File: config.mk
export PLATFORM = sky130hd
export DESIGN_NAME = sfifo_wr_arb
export DESIGN_NICKNAME = d
export VERILOG_FILES = /design/src/rtl/sfifo_wr_arb.sv
export SDC_FILE = /design/constraint.sdc
export NUM_CORES = 1
export LEC_CHECK = 0
export CELL_PAD_IN_SITES_DETAIL_PLACEMENT = 1
export CELL_PAD_IN_SITES_GLOBAL_PLACEMENT = 1
export CORE_ASPECT_RATIO = 1.25
export CORE_MARGIN = 3
export CORE_UTILIZATION = 26
export CTS_BUF_LIST = sky130_fd_sc_hd__clkbuf_4
export CTS_CLUSTER_DIAMETER = 100
export DETAILED_ROUTE_END_ITERATION = 6
export PLACE_DENSITY_LB_ADDON = 0.1
export SLEW_MARGIN = 15
export SYNTH_ARGS = -nofsm -noshare
export SYNTH_HDL_FRONTEND = slang
export SYNTH_SLANG_ARGS = --single-unit
File: constraint.sdc
create_clock -name clk -period 1.9 [get_ports clk]
set_input_delay 0.38 -clock clk [delete_from_list [all_inputs] [get_ports clk]]
set_output_delay 0.38 -clock clk [all_outputs]
set_load 0.005 [all_outputs]
File: src/rtl/sfifo_wr_arb.sv
// sfifo_wr_arb -- two-requester write arbiter in front of a synchronous FIFO.
//
// Requesters use valid/ready: a word moves when valid and ready are both high
// on a rising clk edge. Ready is only ever offered to the current owner, and
// only while the FIFO has room beyond the AF_MARGIN reserve. An accepted word
// reaches the FIFO one cycle later through a registered write port
// (fifo_w_en / fifo_data_in). Ownership rotates after BURST_LEN accepted words
// whenever the other requester is waiting, so neither side can be starved.
//
// Optional feature: define SFIFO_WR_ARB_STATS_EN to build the per-requester
// accepted-word counters (stat0_cnt / stat1_cnt); otherwise they read 0.
module sfifo_wr_arb #(
  parameter int DATA_WIDTH = 8,
  parameter int ADDR_WIDTH = 7,
  parameter int BURST_LEN  = 4,
  parameter int AF_MARGIN  = 2
) (
  input  logic                  clk,
  input  logic                  rst_n,
  input  logic                  req0_valid,
  input  logic [DATA_WIDTH-1:0] req0_data,
  output logic                  req0_ready,
  input  logic                  req1_valid,
  input  logic [DATA_WIDTH-1:0] req1_data,
  output logic                  req1_ready,
  output logic                  fifo_w_en,
  output logic [DATA_WIDTH-1:0] fifo_data_in,
  input  logic                  fifo_full,
  input  logic [ADDR_WIDTH:0]   fifo_count,
  output logic [1:0]            grant,
  output logic [15:0]           stat0_cnt,
  output logic [15:0]           stat1_cnt,
  output logic [1:0]            state_dbg
);

  localparam int DEPTH  = 1 << ADDR_WIDTH;
  // beat only needs to reach BURST_LEN-1: it clears on the word that completes a burst
  localparam int BEAT_W = (BURST_LEN < 2) ? 1 : $clog2(BURST_LEN);
  localparam logic [BEAT_W-1:0]   BEAT_LAST   = BEAT_W'(BURST_LEN - 1);
  localparam logic [ADDR_WIDTH:0] SPACE_LIMIT = (ADDR_WIDTH + 1)'(DEPTH - AF_MARGIN);

  typedef enum logic [1:0] {
    ST_IDLE = 2'd0,
    ST_OWN0 = 2'd1,
    ST_OWN1 = 2'd2
  } state_t;

  state_t            state;
  logic [BEAT_W-1:0] beat;
  logic              last_owner;  // 0 = req0 owned last, 1 = req1 owned last
  logic              space;
  logic              xfer0;
  logic              xfer1;

  // Room for one more word, keeping AF_MARGIN entries free for the write in flight
  assign space      = !fifo_full && (fifo_count < SPACE_LIMIT);
  assign req0_ready = (state == ST_OWN0) && space;
  assign req1_ready = (state == ST_OWN1) && space;
  assign xfer0      = req0_valid && req0_ready;
  assign xfer1      = req1_valid && req1_ready;
  assign state_dbg  = state;

  // Ownership FSM: grant is registered alongside the state it encodes
  always_ff @(posedge clk or negedge rst_n) begin
    if (!rst_n) begin
      state      <= ST_IDLE;
      grant      <= 2'b00;
      beat       <= '0;
      last_owner <= 1'b1;
    end else begin
      case (state)
        ST_IDLE: begin
          beat <= '0;
          // On a tie, the requester that did not own last goes first
          if (req0_valid && (!req1_valid || last_owner)) begin
            state      <= ST_OWN0;
            grant      <= 2'b01;
            last_owner <= 1'b0;
          end else if (req1_valid) begin
            state      <= ST_OWN1;
            grant      <= 2'b10;
            last_owner <= 1'b1;
          end
        end
        ST_OWN0: begin
          if (!req0_valid) begin
            beat <= '0;
            if (req1_valid) begin
              state      <= ST_OWN1;
              grant      <= 2'b10;
              last_owner <= 1'b1;
            end else begin
              state <= ST_IDLE;
              grant <= 2'b00;
            end
          end else if (xfer0) begin
            // Burst length only matters on a cycle that actually moved a word
            if (beat == BEAT_LAST) begin
              beat <= '0;
              if (req1_valid) begin
                state      <= ST_OWN1;
                grant      <= 2'b10;
                last_owner <= 1'b1;
              end
            end else begin
              beat <= beat + BEAT_W'(1);
            end
          end
        end
        ST_OWN1: begin
          if (!req1_valid) begin
            beat <= '0;
            if (req0_valid) begin
              state      <= ST_OWN0;
              grant      <= 2'b01;
              last_owner <= 1'b0;
            end else begin
              state <= ST_IDLE;
              grant <= 2'b00;
            end
          end else if (xfer1) begin
            if (beat == BEAT_LAST) begin
              beat <= '0;
              if (req0_valid) begin
                state      <= ST_OWN0;
                grant      <= 2'b01;
                last_owner <= 1'b0;
              end
            end else begin
              beat <= beat + BEAT_W'(1);
            end
          end
        end
        default: begin
          state <= ST_IDLE;
          grant <= 2'b00;
          beat  <= '0;
        end
      endcase
    end
  end

  // Registered FIFO write port; data holds its last value between writes
  always_ff @(posedge clk or negedge rst_n) begin
    if (!rst_n) begin
      fifo_w_en    <= 1'b0;
      fifo_data_in <= '0;
    end else begin
      fifo_w_en <= xfer0 || xfer1;
      if (xfer0) begin
        fifo_data_in <= req0_data;
      end else if (xfer1) begin
        fifo_data_in <= req1_data;
      end
    end
  end

`ifdef SFIFO_WR_ARB_STATS_EN
  // Accepted-word counters, free-running with 16-bit wrap
  always_ff @(posedge clk or negedge rst_n) begin
    if (!rst_n) begin
      stat0_cnt <= 16'd0;
      stat1_cnt <= 16'd0;
    end else begin
      if (xfer0) stat0_cnt <= stat0_cnt + 16'd1;
      if (xfer1) stat1_cnt <= stat1_cnt + 16'd1;
    end
  end
`else
  assign stat0_cnt = 16'd0;
  assign stat1_cnt = 16'd0;
`endif

endmodule

==> reports/metrics.csv, run 1 <==
metric,value,unit
clockBufferDepth,2,
synth_top_area_share,31.9,%
fin_crit_sh,95.3,%
cp_data_required_time,1520,ps
seq_area,402,µm²
ir_worst_vdd,0.479,mV
multiInputGateArea,626,µm²
core,4230,µm²
dieArea,5380,µm²
finalNonFillerCells,234,
num_rows,26,
synth_area_per_cell,9.65,µm²
critPathTopFamily,buffers and inverters,
cts_buffers,3,
grt_max_degree,11,
final.setup.tns,0,ps
fillers,526,
areaGrowthSynthToFinish,40.4,%
place_hpwl,2.65,mm
hold_buffers,0,
clk_pin_slew_worst_paths,100,ps
worst_setup_path_end_kind,output port,
chipHeight,81.2,µm
pre_cts_slack,-312,ps
cts_tree,built,
drc,0,
cp_max_fo,3,
reg2regPathDepth,7,
nets,213,
reg2reg_slack,240,ps
cts_num_sinks,16,
wl_per_cell,13.6,µm
io_pins,76,
synthTopCellsByArea,"dfrtp_1 32%, buf_4 21%, a2bb2oi_1 6.7%",
p_per_area,1070,nW/µm²
p_leak,0.000768,µW
synth-seq-cells,16,
root_buffer,clkbuf_4,
setup_ws,89.0,ps
setup_viol,0,
gp_congestion,0.770,
syn_area,1180,µm²
drtIter0Drc,12,
fin_crit,1810,ps
maxSlewViolCount,0,
maxCapViolCount,0,
power.total,1770,µW
synth_warnings,0,
diodes,0,
crit_chain,clkdlybuf4s50_1 > nand2_2 > o21a_1 > and2_1 > buf_2,
regToRegEndpoint,fifo_data_in[4],
slowest_stage,clkdlybuf4s50_1,
io_buffers,42,
place_inst,227,
first_global_vias,1102,
worstPathBufferInverterCount,2,
avgViaCountPerCell,4.29,
final.setup_skew,1.23,ps
grt_setup_unrepaired,no,
htreeDepth,1,
cp-start-kind,input port,
die_x,66.2,µm
drive_above_1_share,16.9,%
final_util,39.1,%
status,"finished, final reports clean",
r2r_start,state_dbg[0],
final_hold_viol_count,0,
grt_remaining_overflow,0,
antenna_found_initial,0,
syn_inst,122,
crit_type,in -> out,
drt_pass1_iterations,4,
ys_seq_area_share,34.1,%
arrival,1430,ps
start_util,27.8,%
grt_usage,12.5,%
antenna_left,0,
ys_types,30,
via_count,1003,
hp-class,in -> async,
clk_latency,280,ps
synth_top_cell_by_area,dfrtp_1,
fmax,0.552,GHz
grt_first_pass_wirelength,5.22,mm
drt_wl_total,3.18,mm
cpPeakStageDelay,470,ps
==> synth_stat cells (all sizes together) <==
master / instances
buf: 36
dfrtp: 15
a2bb2oi: 9
o22ai: 8
a21oi: 7
nand2: 7
and2: 5
ha: 5
nand2b: 4
a21o: 3
a21boi: 2
inv: 2
nand3: 2
nand3b: 2
nor2: 2
o211ai: 2
o21a: 2
o2bb2a: 2
a2111oi: 1
conb: 1
dfstp: 1
mux2: 1
nand4: 1
nor3: 1
o21bai: 1
==> timing repair <==
action	in CTS	in global routing
endpoints found under the setup margin	2	10
pin swaps	2	2
resized for setup	12	2
buffers inserted	3	1
==> cell families after synthesis <==
kind of cell    after synthesis  share of synthesized area (%)
mux                           1                          0.956
compound gates               37                           24.8
buf+inv                      38                           23.0
fa+ha+maj                     5                           5.31
flops                        16                           34.1
other cells                   1                          0.319
simple gates                 24                           11.6
==> per-layer routing <==
metal | track usage, % | up-vias | wire length (µm)
li1 | - | 480 | -
met1 | 12.6 | 474 | 1090
met2 | 23.9 | 45 | 1730
met3 | 4.29 | 4 | 324
met4 | 3.66 | 0 | 38
met5 | 0 | - | 0
==> stage by stage <==
step	cell area, µm²	hold slack, ps
2_1_floorplan	1290	84.4
3_3_place_gp	1610	469
3_5_place_dp	1610	474
6_report	1650	383
4_1_cts	1660	394
5_1_grt	1650	387
==> final cells by class <==
cell class / count / share of cell area [%]
Clock buffer: 4 / 1.82
Inverter: 2 / 0.454
Multi-Input combinational cell: 99 / 37.9
Sequential cell: 16 / 24.3
Tap cell: 56 / 4.24
Timing Repair Buffer: 57 / 31.3
==> worst max path at each step <==
stage	cells past startpoint	to	start	slack (ps)
3_5_place_dp	5	req0_ready	fifo_count[7]	-310
2_1_floorplan	7	fifo_data_in[0]	state_dbg[0]	430
6_report	5	req0_ready	fifo_count[1]	90
5_1_grt	5	req0_ready	fifo_count[1]	50
3_3_place_gp	5	req1_ready	fifo_count[2]	-300
4_1_cts	6	req0_ready	fifo_count[1]	3
==> sequential cells by signal, summed over array words and instances, names as in the netlist <==
| signal | cells |
|---|---|
| fifo_w_en | 1 |
| beat | 2 |
| last_owner | 1 |
| fifo_data_in | 8 |
| grant | 2 |
| state_dbg | 2 |
==> power by group <==
group / internal [µW] / switching (µW) / leakage, µW / total (µW)
clock network: 95.8 / 110 / 0.0000184 / 206
registers: 488 / 83.7 / 0.000193 / 572
logic: 588 / 407 / 0.000557 / 995
total: 1170 / 601 / 0.000768 / 1770
==> worst register-to-register path, delay by kind of cell, from the launching register on <==
family / cells / cell delay, ps
DFF: 1 / 440
buffers and inverters: 2 / 330
AOI/OAI and AO/OA: 2 / 290
and+or+nand+nor: 2 / 280
adders and majority gates: 1 / 230
==> cells in the final DEF (no fill, tap or decap), types with 2 or more instances in the layout <==
| master | count |
|---|---|
| a21boi_0 | 2 |
| a21o_1 | 3 |
| a21oi_1 | 7 |
| a2bb2oi_1 | 9 |
| and2_1 | 4 |
| buf_4 | 15 |
| clkbuf_4 | 4 |
| clkdlybuf4s50_1 | 36 |
| conb_1 | 32 |
| dfrtp_1 | 15 |
| dlygate4sd2_1 | 4 |
| ha_1 | 5 |
| inv_1 | 2 |
| nand2_1 | 5 |
| nand2_2 | 2 |
| nand2b_1 | 4 |
| nand3b_1 | 2 |
| o21a_1 | 2 |
| o22ai_1 | 8 |
| o2bb2a_1 | 2 |
Power figures use the tool's default switching activity.
==> run 2, diff against run 1 <==
CELL_PAD_IN_SITES_DETAIL_PLACEMENT = 2   (was 1)
CELL_PAD_IN_SITES_GLOBAL_PLACEMENT = 2   (was 1)
CORE_UTILIZATION = 20   (was 26)
==> run 2 against run 1 <==
  * Routed wire length up 19%
  * Register-to-register slack worse by 70 ps
  * Cell count up 3.4%
  * Worst setup slack worse by 42 ps
  * Via count up 2.3%
  * Die area up 27%
  * Clock-buffer cell count unchanged
  * Critical path depth unchanged
  * Design area up 3.5%
  * Sequential power up 4.5%
  * Power up 7.2%
  * Critical path type unchanged
  * Critical endpoint is now req1_ready
==> reports/metrics.csv, run 2 (synthesis results as in run 1) <==
metric,value,unit
fillers,640,
largest_reg_flops,8,
drtIter0Drc,10,
reg2regPathDepth,8,
regMostFlops,fifo_data_in,
maxCapViolCount,0,
clockBufferDepth,2,
num_rows,30,
via_count,1026,
status,"finished, final reports clean",
multiInputGateArea,664,µm²
drt_pass1_iterations,4,
diodes,0,
startpoint,fifo_count[2],
start_util,21.2,%
r2r_start,state_dbg[1],
antenna_left,0,
final_hold_viol_count,0,
fmax,0.540,GHz
root_buffer,clkbuf_4,
reg2reg_slack,170,ps
setup_ws,46.6,ps
place_hpwl,3.03,mm
regToRegEndpoint,fifo_data_in[7],
cp_data_required_time,1520,ps
fin_crit_sh,97.5,%
final.setup_skew,2.93,ps
clk_pin_slew_worst_paths,90,ps
ir_worst_vdd,0.420,mV
slowest_stage,clkdlybuf4s50_1,
cts_buffers,3,
clk_latency,290,ps
p_leak,0.000775,µW
gp_congestion,0.693,
avgViaCountPerCell,4.24,
io_buffers,42,
hold_buffers,0,
seq_area,403,µm²
wl_per_cell,15.6,µm
drc,0,
setup_viol,0,
areaGrowthSynthToFinish,45.3,%
io_pins,76,
grt_usage,11.2,%
mostFrequentLayoutCells,"39 x clkdlybuf4s50_1, 32 x conb_1, 15 x buf_4",
worst_setup_path_end_kind,output port,
final_util,30.8,%
nets,213,
drive_above_1_share,20.8,%
cpPeakStageDelay,450,ps
cp_max_fo,4,
hp-class,in -> async,
chipHeight,91.8,µm
fin_crit,1850,ps
p_per_area,1110,nW/µm²
cp-start-kind,input port,
grt_max_degree,13,
grt_setup_unrepaired,no,
cts_tree,built,
htreeDepth,1,
first_global_vias,1170,
grt_first_pass_wirelength,5.95,mm
die_x,74.6,µm
arrival,1470,ps
setup.worst_path.end,req1_ready,
crit_chain,clkdlybuf4s50_1 > nand4_1 > o21a_2 > and2_1 > buf_2,
pre_cts_slack,-346,ps
crit_type,in -> out,
mostFrequentLayoutCell,clkdlybuf4s50_1,
cts_num_sinks,16,
core,5560,µm²
drt_wl_total,3.77,mm
grt_remaining_overflow,0,
maxSlewViolCount,0,
antenna_found_initial,0,
dieArea,6850,µm²
run 2: cell types whose count changed in the layout (fill, tap and decap cells not counted), sizes merged:
cell | before | now
buf | 16 | 17
clkbuf | 5 | 4
clkdlybuf4s50 | 36 | 39
dlygate4sd2 | 4 | 0
dlymetal6s2s | 0 | 1
run 2: critical path, delay by kind of cell:
| family | cells | cell delay (ps) |
|---|---|---|
| AO/OA/AOI/OAI | 1 | 250 |
| buffers and inverters | 2 | 580 |
| AND/OR/NAND/NOR | 2 | 260 |
run 2: timing repair:
| action | CTS | global route |
|---|---|---|
| gates resized for setup | 8 | 13 |
| setup buffers | 4 | 0 |
| setup endpoints to repair | 2 | 13 |
| pin swaps | 4 | 8 |
run 2: through the flow:
step,TNS (ps),cells,power (µW),instance area (µm²),hold slack [ps]
global placement,-1360,235,1580,1620,463
finish,0,242,1900,1710,319
global route,0,242,2070,1710,321
CTS,-132,243,1840,1670,311
floorplan,0,153,1130,1290,84.4
detailed placement,-2620,235,1610,1620,488
run 2: layer usage:
layer	routed length, µm	vias to the layer above	global-route usage [%]
met3	303	5	2.74
met5	0	-	0
li1	-	478	-
met2	2020	53	19.9
met4	62	0	4.01
met1	1390	490	12.7
run 2: power breakdown:
part | switching (µW) | internal, µW | total, µW
registers | 107 | 491 | 598
clock network | 111 | 95.9 | 207
logic | 459 | 637 | 1100
total | 676 | 1220 | 1900
run 2: final cells by class:
class / instances / area share, %
multi-input combinational: 99 / 38.8
timing repair buffer: 57 / 30.7
sequential: 16 / 23.6
tap: 64 / 4.68
clock buffer: 4 / 1.76
inverter: 2 / 0.439
run 2: worst min path at each step:
stage	start	end	depth (start not counted)
6_report	rst_n	grant[0]	1
3_3_place_gp	grant[0]	grant[0]	1
4_1_cts	rst_n	grant[0]	1
3_5_place_dp	grant[0]	grant[0]	1
5_1_grt	rst_n	state_dbg[0]	1
2_1_floorplan	rst_n	beat[0]	0
